===== src/rtl/hetic_pkg.sv =====
// -----------------------------------------------------------------------------
// hetic_pkg
// Shared types and default widths for the HETI interrupt sequencer slice.
//   irq_stack_entry_t : one nesting-stack entry {level, nest}
//   seq_state_e       : sequencer FSM states
// The stack entry width follows NR_IRQ_PRIOS below; the sequencer's
// NrIrqPrios parameter must stay equal to it.
// -----------------------------------------------------------------------------
package hetic_pkg;

   localparam int NR_IRQ_LINES = 64;
   localparam int NR_IRQ_PRIOS = 32;
   localparam int STACK_DEPTH  = 4;

   localparam int IRQ_W   = $clog2(NR_IRQ_LINES);
   localparam int PRIO_W  = $clog2(NR_IRQ_PRIOS);
   localparam int DEPTH_W = $clog2(STACK_DEPTH + 1);

   typedef struct packed {
      logic [PRIO_W-1:0] level;
      logic              nest;
   } irq_stack_entry_t;

   typedef enum logic [1:0] {
      IDLE  = 2'd0,
      REQ   = 2'd1,
      ACK   = 2'd2,
      GUARD = 2'd3
   } seq_state_e;

endpackage


===== src/rtl/irq_level_stack.sv =====
// -----------------------------------------------------------------------------
// irq_level_stack
// Register stack of active interrupt levels.
//   clk_i, rst_ni : clock, async active-low reset
//   push_i        : push entry_i (ignored when full)
//   pop_i         : pop top entry (ignored when empty)
//   entry_i       : entry to push
//   top_o         : top entry, all-zero when empty
//   depth_o       : number of valid entries
// Pop and push in the same cycle replace the top entry.
// -----------------------------------------------------------------------------
module irq_level_stack
   import hetic_pkg::*;
#(
   parameter  int StackDepth = STACK_DEPTH,
   localparam int DepthWidth = $clog2(StackDepth + 1)
) (
   input  logic                  clk_i,
   input  logic                  rst_ni,
   input  logic                  push_i,
   input  logic                  pop_i,
   input  irq_stack_entry_t      entry_i,
   output irq_stack_entry_t      top_o,
   output logic [DepthWidth-1:0] depth_o
);

   localparam logic [DepthWidth-1:0] FULL = DepthWidth'(StackDepth);

   irq_stack_entry_t [StackDepth-1:0] mem_q, mem_d;
   logic [DepthWidth-1:0]             depth_q, depth_d;

   always_comb begin
      mem_d   = mem_q;
      depth_d = depth_q;
      // Pop first so a same-cycle push lands in the slot just freed.
      if (pop_i && depth_q != '0) depth_d = depth_q - DepthWidth'(1);
      if (push_i && depth_d != FULL) begin
         for (int i = 0; i < StackDepth; i++)
            if (i == int'(depth_d)) mem_d[i] = entry_i;
         depth_d = depth_d + DepthWidth'(1);
      end
   end

   always_comb begin
      top_o = '0;
      for (int i = 0; i < StackDepth; i++)
         if (i + 1 == int'(depth_q)) top_o = mem_q[i];
   end

   always_ff @(posedge clk_i or negedge rst_ni) begin
      if (!rst_ni) begin
         mem_q   <= '0;
         depth_q <= '0;
      end else begin
         mem_q   <= mem_d;
         depth_q <= depth_d;
      end
   end

   assign depth_o = depth_q;

endmodule


===== src/rtl/hetic_irq_sequencer.sv =====
// -----------------------------------------------------------------------------
// hetic_irq_sequencer
// Core-side claim sequencer for the HETI interrupt controller: decides
// preemption, requests trap entry, acks the claimed line and tracks nesting.
//   irq_valid/id/level/heti/nest_i : arbitrated winner from the controller
//   irq_ack_o, irq_id_o            : one-cycle claim pulse + claimed id
//   irq_req_o, irq_req_id/heti_o   : trap request to the core
//   core_mie_i, core_take_i,
//   core_mret_i                    : core enable, trap commit, handler exit
//   level_o, depth_o               : running level / nesting depth
//   err_o                          : sticky, mret seen at depth 0
//   lat_max_o                      : worst request-to-take latency
// Optional feature macro: HETIC_IRQ_LAT_STATS_EN (latency statistics);
// without it lat_max_o is tied to zero.
// -----------------------------------------------------------------------------
module hetic_irq_sequencer
   import hetic_pkg::*;
#(
   parameter  int NrIrqLines = NR_IRQ_LINES,
   parameter  int NrIrqPrios = NR_IRQ_PRIOS,
   parameter  int StackDepth = STACK_DEPTH,
   localparam int IrqWidth   = $clog2(NrIrqLines),
   localparam int PrioWidth  = $clog2(NrIrqPrios),
   localparam int DepthWidth = $clog2(StackDepth + 1)
) (
   input  logic                  clk_i,
   input  logic                  rst_ni,
   input  logic                  irq_valid_i,
   input  logic [IrqWidth-1:0]   irq_id_i,
   input  logic [PrioWidth-1:0]  irq_level_i,
   input  logic                  irq_heti_i,
   input  logic                  irq_nest_i,
   output logic                  irq_ack_o,
   output logic [IrqWidth-1:0]   irq_id_o,
   output logic                  irq_req_o,
   output logic [IrqWidth-1:0]   irq_req_id_o,
   output logic                  irq_req_heti_o,
   input  logic                  core_mie_i,
   input  logic                  core_take_i,
   input  logic                  core_mret_i,
   output logic [PrioWidth-1:0]  level_o,
   output logic [DepthWidth-1:0] depth_o,
   output logic                  err_o,
   output logic [15:0]           lat_max_o
);

   localparam logic [DepthWidth-1:0] FULL = DepthWidth'(StackDepth);

   seq_state_e            state_q, state_d;
   logic [IrqWidth-1:0]   id_q, id_d;
   logic [PrioWidth-1:0]  lvl_q, lvl_d;
   logic                  heti_q, heti_d, nest_q, nest_d;
   logic                  req_q, req_d, ack_q, ack_d, err_q, err_d;
   logic [IrqWidth-1:0]   ack_id_q, ack_id_d;
   logic                  push, eligible, take;
   irq_stack_entry_t      top;
   logic [DepthWidth-1:0] depth;

   irq_level_stack #(.StackDepth(StackDepth)) u_stack (
      .clk_i   (clk_i),
      .rst_ni  (rst_ni),
      .push_i  (push),
      .pop_i   (core_mret_i),
      .entry_i ('{level: lvl_q, nest: nest_q}),
      .top_o   (top),
      .depth_o (depth)
   );

   assign eligible = irq_valid_i & core_mie_i & (depth != FULL) &
                     ((depth == '0) | (top.nest & (irq_level_i > top.level)));

   // The core may only commit once it can see the request; the first REQ
   // cycle (request not yet visible) just re-qualifies the winner.
   assign take = core_take_i & req_q;

   always_comb begin
      state_d = state_q;
      id_d    = id_q;
      lvl_d   = lvl_q;
      heti_d  = heti_q;
      nest_d  = nest_q;
      push    = 1'b0;
      unique case (state_q)
         IDLE: if (eligible) begin
            id_d    = irq_id_i;
            lvl_d   = irq_level_i;
            heti_d  = irq_heti_i;
            nest_d  = irq_nest_i;
            state_d = REQ;
         end
         REQ: begin
            if (take) begin
               push    = 1'b1;
               state_d = ACK;
            end else if (!irq_valid_i || irq_id_i != id_q || !eligible) begin
               state_d = IDLE;
            end
         end
         ACK:     state_d = GUARD;
         GUARD:   state_d = IDLE;
         default: state_d = IDLE;
      endcase
      req_d    = (state_q == REQ) && (state_d == REQ);
      ack_d    = (state_d == ACK);
      ack_id_d = ack_d ? id_q : '0;
      err_d    = err_q | (core_mret_i & (depth == '0));
   end

   always_ff @(posedge clk_i or negedge rst_ni) begin
      if (!rst_ni) begin
         state_q  <= IDLE;
         id_q     <= '0;
         lvl_q    <= '0;
         heti_q   <= 1'b0;
         nest_q   <= 1'b0;
         req_q    <= 1'b0;
         ack_q    <= 1'b0;
         ack_id_q <= '0;
         err_q    <= 1'b0;
      end else begin
         state_q  <= state_d;
         id_q     <= id_d;
         lvl_q    <= lvl_d;
         heti_q   <= heti_d;
         nest_q   <= nest_d;
         req_q    <= req_d;
         ack_q    <= ack_d;
         ack_id_q <= ack_id_d;
         err_q    <= err_d;
      end
   end

`ifdef HETIC_IRQ_LAT_STATS_EN
   logic [15:0] cnt_q, lat_q, cnt_inc;

   assign cnt_inc = (cnt_q == 16'hFFFF) ? cnt_q : cnt_q + 16'd1;

   // Count cycles spent in REQ; a withdrawal leaves REQ and the count restarts.
   always_ff @(posedge clk_i or negedge rst_ni) begin
      if (!rst_ni) begin
         cnt_q <= '0;
         lat_q <= '0;
      end else if (state_q == REQ) begin
         cnt_q <= take ? 16'd0 : cnt_inc;
         if (take && cnt_inc > lat_q) lat_q <= cnt_inc;
      end else begin
         cnt_q <= '0;
      end
   end

   assign lat_max_o = lat_q;
`else
   assign lat_max_o = 16'h0;
`endif

   assign irq_ack_o      = ack_q;
   assign irq_id_o       = ack_id_q;
   assign irq_req_o      = req_q;
   assign irq_req_id_o   = id_q;
   assign irq_req_heti_o = heti_q;
   assign level_o        = top.level;
   assign depth_o        = depth;
   assign err_o          = err_q;

endmodule


===== config.mk =====
export PLATFORM = sky130hd
export DESIGN_NAME = hetic_irq_sequencer
export DESIGN_NICKNAME = d
export VERILOG_FILES = /design/src/rtl/hetic_pkg.sv /design/src/rtl/irq_level_stack.sv /design/src/rtl/hetic_irq_sequencer.sv
export SDC_FILE = /design/constraint.sdc
export NUM_CORES = 1
export LEC_CHECK = 0
export CORE_ASPECT_RATIO = 0.7
export CORE_MARGIN = 2
export CORE_UTILIZATION = 50
export DETAILED_ROUTE_END_ITERATION = 12
export PLACE_DENSITY = 0.84
export SETUP_SLACK_MARGIN = 0.5
export SLEW_MARGIN = 30
export SYNTH_ARGS = -nofsm -noshare
export SYNTH_HDL_FRONTEND = slang
export SYNTH_HIERARCHICAL = 1
export SYNTH_SLANG_ARGS = --single-unit

===== constraint.sdc =====
create_clock -name clk_i -period 8.18 [get_ports clk_i]
set_clock_uncertainty 0.2 [all_clocks]
set_input_delay 2.045 -clock clk_i [delete_from_list [all_inputs] [get_ports clk_i]]
set_output_delay 2.045 -clock clk_i [all_outputs]
set_load 0.1 [all_outputs]

==> qor.csv, run 1 <==
metric,value,unit
status,finished clean,
gp_congestion,0.811,
wl_per_cell,16.1,µm
dpl.cell_count,341,
die-area,6050,µm²
cp_slowest_stage_delay,1.20,ns
path_common_cell,a21oi_1,
relSlewSlack,34.1,%
area_growth,20.2,%
tns,0,ns
io_pins,59,
cts_buffers,5,
ys_types,43,
rsz0062_at_grt,false,
async_flop_share,100,%
fmax,182,MHz
h-tree-depth,2,
crit_type,flip-flop to output pin,
io_buffer_count,42,
post_dp_cell_area,3130,µm²
seq_area,1280,µm²
fill_cells,420,
final_common_cell,dfrtp_1,
pwr_density_cell,325,nW/µm²
peakVddDrop,0.000287,V
syn_area_per_cell,11.7,µm²
critPathRequiredTime,5.94,ns
rows,22,
dp_slack,3.05,ns
die_y,65.7,µm
syn_area,2720,µm²
clockBufferDepth,2,
grt_max_degree,52,
initialDrtViolationCount,90,
crit_buf_inv,2,
slowest_stage,clkdlybuf4s50_1,
maxCapViolCount,0,
gr-total-overflow,0,
regToRegSetupSlack,4.37,ns
critPathCaptureType,output pin,
cts.clk_slew.worst_paths,0.09,ns
synthCells,232,
arrival,3.25,ns
setup_viol,0,
drv_slew,0,
ant_nets,0,
tritoncts,yes,
seq_area_frac_synth,47.0,%
root_buffer,clkbuf_8,
start_util,51.9,%
viasPerCell,5.34,
ys.flop_type,dfrtp_1,
final.min_clock_period,5.50,ns
worst_pin_slew,0.985,ns
path_max_fanout,12,
synth_warnings,6,
hold_path_class,flip-flop to flip-flop,
core_area,5230,µm²
drc,0,
insertion_delay,0.31,ns
grt_usage,20.4,%
grt_pass1_wl,9.48,mm
final_nets,309,
setup_ws,2.68,ns
synth_area_leaders,"dfrtp_1 (47%), mux2_2 (9.9%), ha_1 (6.4%), mux2_4 (5.5%), buf_4 (4.4%)",
final_cells,349,
crit_chain,"inv_1, ha_1, nand2_1, a21oi_1, a21oi_1, o21ai_0, clkdlybuf4s50_1",
synth_seq_cells,51,
worst_setup_path_start_kind,flip-flop,
grt_pass1_vias,1889,
cp_top_family,buffers and inverters,
layout_common_cells,"dfrtp_1 (51), clkdlybuf4s50_1 (41), mux2_2 (24), nand2_1 (19), conb_1 (16)",
leakage,1.49,nW
synth_top_area_cell,dfrtp_1,
post_cts_buffers,0,
die_w,92.1,µm
n_antenna_cell,0,
firstDrtPassIters,4,
synth_top_area_share,47.0,%
final_util,62.4,%
post-route-period-util,67.2,%
hold_buffers,0,
drive_gt1_share,18.4,%
final_area,3270,µm²
drt-total-wl,5.63,mm
cts_resized,0,
antenna_found_initial,0,
hpwlAfterDp,3.96,mm
via_count,1865,
clock-sinks,51,
multiInputGateArea,1290,µm²
synth_edf_count,0,
hold_violations,0,
==> power breakdown <==
part | switching, mW | internal (mW)
combinational | 0.347 | 0.154
sequential | 0.0610 | 0.294
clock | 0.0832 | 0.122
total | 0.491 | 0.570
==> synthesized netlist by cell type, types with 2 or more instances <==
cell / instances
dfrtp_1: 51
mux2_2: 24
nand2_1: 19
buf_4: 16
a21oi_1: 15
ha_1: 14
inv_1: 14
mux2_4: 10
and2_1: 7
nand3b_1: 6
o21ai_0: 6
xnor2_1: 5
nor2_1: 4
clkbuf_1: 3
mux2_1: 3
nor2b_1: 3
mux2i_1: 2
nand2_2: 2
nand2b_1: 2
nand4_1: 2
xor2_1: 2
==> worst paths after layout <==
check | startpoint | endpoint | depth (start not counted)
max reg2reg | u_stack/depth_o[0] | lvl_q[2] | 13
max | u_stack/depth_o[0] | level_o[4] | 7
min in group asynchronous | rst_ni | u_stack/mem_q[19] | 1
min | err_o | err_o | 1
min reg2reg | err_o | err_o | 1
max in group asynchronous | rst_ni | u_stack/depth_o[0] | 1
==> registers in the layout, indices dropped and copies added, names as in the netlist <==
register	cells
irq_req_id_o	6
irq_req_heti_o	1
irq_id_o	6
lvl_q	5
err_o	1
u_stack/depth_o	3
nest_q	1
u_stack/mem_q	24
irq_ack_o	1
irq_req_o	1
state_q	2
==> cell families after synthesis <==
| kind of cell | synth area share, % |
|---|---|
| XOR/XNOR | 2.26 |
| other | 0.138 |
| buffers and inverters | 7.51 |
| adder cells (fa/ha/maj) | 6.45 |
| flip-flops | 47.0 |
| AO/OA/AOI/OAI | 10.0 |
| multiplexers | 17.5 |
| AND/OR/NAND/NOR | 9.21 |
==> per-stage QoR <==
stage	hold slack (ns)	total power, mW
global route	0.298	1.11
floorplan	0.279	0.747
CTS	0.287	1.07
global placement	0.252	0.850
detailed placement	0.262	0.859
finish	0.284	1.06
==> routing by layer <==
layer | part of all wire (%) | track usage [%]
met2 | 44 | 30.9
met3 | 6.0 | 5.05
met4 | 1.7 | 5.41
met1 | 49 | 29.4
met5 | 0 | 0
==> final cells by class <==
type,instances,share of cell area (%)
Clock inverter,3,2.07
Inverter,14,1.61
Clock buffer,5,2.11
Tap cell,72,2.76
Multi-Input combinational cell,162,39.6
Sequential cell,51,39.1
Timing Repair Buffer,42,12.8
(Power assumes the default switching activity.)
==> run 2: changes to the inputs <==
==> constraint.sdc (replaced) <==
create_clock -name clk_i -period 5.75 [get_ports clk_i]
set_clock_uncertainty 0.2 [all_clocks]
set_input_delay 1.4375 -clock clk_i [delete_from_list [all_inputs] [get_ports clk_i]]
set_output_delay 1.4375 -clock clk_i [all_outputs]
set_load 0.1 [all_outputs]
==> qor.csv, run 2 (synthesized netlist as in run 1, its figures left out) <==
metric,value,unit,change
start_util,51.9,%,unchanged
die_w,92.1,µm,unchanged
layout_common_cells,"dfrtp_1 (51), clkdlybuf4s50_1 (41), mux2_2 (24), nand2_1 (19), conb_1 (16)",,
arrival,3.09,ns,-0.16 ns
tns,0,ns,unchanged
cts_resized,0,,unchanged
final_nets,310,,+0.32%
leakage,1.48,nW,-0.51%
tritoncts,yes,,
dpl.cell_count,342,,+0.29%
initialDrtViolationCount,77,,-14%
rsz0062_at_grt,false,,
cts_buffers,5,,unchanged
holdWs,0.286,ns,+0.00186 ns
grt_pass1_wl,9.33,mm,-1.6%
peakVddDrop,0.000346,V,+21%
viasPerCell,5.17,,-3.3%
die-area,6050,µm²,unchanged
die_y,65.7,µm,unchanged
wl_per_cell,16.1,µm,-0.46%
drive_gt1_share,19.4,%,+1.0 points
worst_setup_path_start_kind,flip-flop,,
setup_viol,0,,unchanged
worst_pin_slew,1.00,ns,+0.0181 ns
largest-register,u_stack/mem_q,,
grtUsageMet2,31.7,%,+0.83 points
gp_congestion,0.805,,-0.78%
drc,0,,unchanged
grt.met3_usage,4.36,%,-0.69 points
critPathCaptureType,output pin,,
rows,22,,unchanged
cts.clk_slew.worst_paths,0.09,ns,about the same
io_buffer_count,42,,unchanged
grt_max_degree,52,,unchanged
pwr_density_cell,445,nW/µm²,+37%
insertion_delay,0.30,ns,about the same
final_common_cell,dfrtp_1,,
root_buffer,clkbuf_8,,
hold_buffers,0,,unchanged
core_area,5230,µm²,unchanged
relSlewSlack,32.9,%,-1.2 points
crit_type,flip-flop to output pin,,
post-route-period-util,82.3,%,
via_count,1809,,-3.0%
grt_pass1_vias,1890,,+0.053%
status,finished clean,,
gr-total-overflow,0,,unchanged
fmax,211,MHz,
critPathRequiredTime,4.11,ns,-1.83 ns
clockBufferDepth,2,,unchanged
hpwlAfterDp,4.23,mm,+6.6%
hold_path_class,flip-flop to flip-flop,,
path_max_fanout,12,,unchanged
n_antenna_cell,0,,unchanged
p_total,1.44,mW,+36%
hold_violations,0,,unchanged
clock-sinks,51,,unchanged
grt_usage,20.2,%,-0.15 points
final_util,61.7,%,-0.69 points
area_growth,18.9,%,
drt-total-wl,5.62,mm,-0.18%
final.min_clock_period,4.73,ns,
firstDrtPassIters,4,,unchanged
antenna_found_initial,0,,unchanged
use_met1,29.1,%,-0.35 points
post_cts_buffers,0,,unchanged
ant_nets,0,,unchanged
maxCapViolCount,0,,unchanged
drv_slew,0,,unchanged
largest_register_ffs,24,,unchanged
final_cells,350,,+0.29%
busiest_layer,met2,,
io_pins,59,,unchanged
h-tree-depth,2,,unchanged
[run 2: cell types whose count changed in the layout (fill, tap and decap cells not counted), sizes merged]
cell	previous run	this run
inv	14	15
clkinvlp	1	0
clkinv	0	2
buf	1	2
bufinv	2	0
[run 2: stage by stage]
step | worst slack [ns] | area (µm²)
after floorplan | 0.562 | 2780
after global placement | 1.47 | 3140
after detailed placement | 1.34 | 3140
final | 1.02 | 3230
after CTS | 0.990 | 3230
after global routing | 0.831 | 3230
[run 2: cell type report]
| class | count | area (µm²) |
|---|---|---|
| clock inverter | 3 | 18.8 |
| fill | 431 | 2000 |
| multi-input combinational | 162 | 1300 |
| timing repair buffer | 43 | 423 |
| inverter | 14 | 52.6 |
| clock buffer | 5 | 68.8 |
| tap | 72 | 90.1 |
| sequential | 51 | 1280 |
[run 2: path summary, 6_finish.rpt]
path | startpoint | to | slack, ns | cells after the start
max in group asynchronous | rst_ni | u_stack/depth_o[0] | 3.88 | 2
min | err_o | err_o | 0.29 | 1
min in group asynchronous | rst_ni | u_stack/mem_q[20] | 1.03 | 2
max reg2reg | u_stack/depth_o[0] | lvl_q[2] | 2.14 | 13
min reg2reg | err_o | err_o | 0.29 | 1
max | u_stack/depth_o[0] | level_o[1] | 1.02 | 7
[run 2: critical path, stage by stage (launching register included)]
cell and delay, ns:
dfrtp_1 0.47, inv_1 0.18, ha_1 0.36, nand3b_1 0.21, a21oi_1 0.17, a21oi_1 0.06
o21ai_1 0.18, clkdlybuf4s50_1 1.16
[run 2: report_power, final]
group / internal [mW] / switching (mW) / total, mW
combinational: 0.221 / 0.506 / 0.727
sequential: 0.418 / 0.0884 / 0.506
clock: 0.0859 / 0.119 / 0.205
[run 2: routing by layer]
metal  up-vias  share of wire [%]  wire length (µm)
met5         -                  0                 0
met4         0               0.52                29
met3         5                4.2               234
met2        45                 47              2610
met1       897                 49              2740
li1        862                  -                 -
==> run 3: changes to the inputs <==
--- a/config.mk
+++ b/config.mk
@@ -7,9 +7,9 @@
 export LEC_CHECK = 0
 export CORE_ASPECT_RATIO = 0.7
 export CORE_MARGIN = 2
-export CORE_UTILIZATION = 50
+export CORE_UTILIZATION = 46
 export DETAILED_ROUTE_END_ITERATION = 12
-export PLACE_DENSITY = 0.84
+export PLACE_DENSITY = 0.81
 export SETUP_SLACK_MARGIN = 0.5
 export SLEW_MARGIN = 30
 export SYNTH_ARGS = -nofsm -noshare
==> constraint.sdc (replaced) <==
create_clock -name clk_i -period 4.01 [get_ports clk_i]
set_clock_uncertainty 0.2 [all_clocks]
set_input_delay 1.0025 -clock clk_i [delete_from_list [all_inputs] [get_ports clk_i]]
set_output_delay 1.0025 -clock clk_i [all_outputs]
set_load 0.1 [all_outputs]
==> qor.csv, run 3 (synthesized netlist as in run 1, its figures left out) <==
metric,value,unit,change
status,finished clean,,
crit_type,flip-flop to flip-flop,,
grt_pass1_vias,1712,,-9.4%
gr-total-overflow,0,,unchanged
fmax,302,MHz,
worst_setup_path_start_kind,flip-flop,,
hold_violations,0,,unchanged
peakVddDrop,0.000617,V,+78%
rows,23,,+4.5%
clock-sinks,51,,unchanged
arrival,3.31,ns,+0.22 ns
cp_slowest_stage_delay,0.53,ns,-0.63 ns
firstDrtPassIters,4,,unchanged
setup_viol,0,,unchanged
h-tree-depth,2,,unchanged
post_cts_buffers,0,,unchanged
tns,0,ns,unchanged
relSlewSlack,33.9,%,+1.0 points
area_growth,23.1,%,
layout_common_cells,"dfrtp_1 (48), clkdlybuf4s50_1 (33), mux2_2 (24), nand2_1 (19), conb_1 (16)",,
hpwlAfterDp,4.21,mm,-0.30%
largest_register_ffs,24,,unchanged
via_count,1860,,+2.8%
grt_usage,17.6,%,-2.6 points
n_antenna_cell,0,,unchanged
core_area,5730,µm²,+9.5%
leakage,1.51,nW,+1.9%
r2r_start,u_stack/depth_o[1],,
final_common_cell,dfrtp_1,,
rr_endpoint,lvl_q[2],,
worst_pin_slew,0.988,ns,-0.0152 ns
largest-register,u_stack/mem_q,,
hold_path_class,flip-flop to flip-flop,,
die_y,68.3,µm,+4.0%
p_total,2.14,mW,+49%
dp_slack,0.521,ns,-0.815 ns
final_nets,311,,+0.32%
path_max_fanout,7,,-5
fill_cells,495,,+15%
io_pins,59,,unchanged
clockBufferDepth,2,,unchanged
crit_chain,"inv_1, ha_4, nand3b_1, a21oi_1, a21oi_1, o21ai_4, inv_1, ha_1, nand4_1, o22a_1, a21oi_4, o211a_4, mux2_1",,
viasPerCell,5.25,,+1.7%
initialDrtViolationCount,95,,+23%
final.min_clock_period,3.31,ns,
pwr_density_cell,639,nW/µm²,+43%
critical_path.startpoint,u_stack/depth_o[1],,
drc,0,,unchanged
grt_pass1_wl,8.60,mm,-7.8%
die_w,95.8,µm,+4.1%
die-area,6550,µm²,+8.2%
insertion_delay,0.32,ns,+0.02 ns
drv_slew,0,,unchanged
cts_buffers,5,,unchanged
critPathRequiredTime,4.01,ns,-0.10 ns
gp_congestion,0.875,,+8.8%
critPathCaptureType,flip-flop,,
tritoncts,yes,,
ant_nets,0,,unchanged
grt_max_degree,37,,-29%
drt-total-wl,5.90,mm,+5.0%
start_util,47.4,%,-4.5 points
antenna_found_initial,0,,unchanged
drive_gt1_share,27.2,%,+7.8 points
root_buffer,clkbuf_8,,
endpoint,lvl_q[2],,
rsz0062_at_grt,false,,
ff2ff_path_depth,13,,unchanged
slowest_stage,dfrtp_4,,
io_buffer_count,42,,unchanged
setup_ws,0.700,ns,-0.320 ns
final_util,58.4,%,-3.3 points
regToRegSetupSlack,0.70,ns,-1.44 ns
wl_per_cell,16.7,µm,+3.8%
post-route-period-util,82.6,%,
cts.clk_slew.worst_paths,0.10,ns,about the same
maxCapViolCount,0,,unchanged
[run 3: routing by layer]
metal	share of wire [%]	global-route usage (%)	vias up
met4	0.90	4.64	0
met3	6.4	5.07	7
met5	0	0	-
met1	51	26.9	924
li1	-	-	874
met2	42	24.0	55
[run 3: report_power, final]
part / switching [mW] / leakage, nW / internal (mW) / total [mW]
clock network: 0.190 / 0.0502 / 0.130 / 0.319
registers: 0.147 / 0.673 / 0.607 / 0.754
logic: 0.730 / 0.786 / 0.333 / 1.06
[run 3: worst max-delay path, delay by kind of cell (launching register included)]
kind	cells	cell delay (ns)
adders and majority gates	2	0.51
muxes	1	0.34
AOI/OAI and AO/OA	6	1.16
DFF	1	0.53
and+or+nand+nor	2	0.21
buffers and inverters	2	0.24
[run 3: per-stage QoR]
stage	hold WS, ns	area, µm²	instances
after floorplan	0.279	2870	247
after global placement	0.259	3210	345
after detailed placement	0.264	3210	345
after CTS	0.292	3300	353
after global routing	0.313	3340	354
final	0.287	3340	354
[run 3: how the worst min path moves through the flow]
stage,startpoint,endpoint,slack [ns],cells after the start
final,err_o,err_o,0.29,1
after global routing,err_o,err_o,0.31,1
after global placement,err_o,err_o,0.26,1
after floorplan,u_stack/mem_q[10],u_stack/mem_q[10],0.28,1
after CTS,err_o,err_o,0.29,1
after detailed placement,err_o,err_o,0.26,1
[run 3: final cells by class]
cell class	instances	area (µm²)	share of cell area (%)
clock buffer	5	68.8	2.06
tap	75	93.8	2.81
clock inverter	3	28.8	0.860
multi-input combinational	163	1410	42.2
inverter	14	55.1	1.65
timing repair buffer	43	403	12.0
sequential	51	1280	38.4
[run 3: what timing repair did]
action,4_1_cts,5_1_grt
hold buffers,0,0
setup endpoints to repair,0,13
resized for setup,0,6
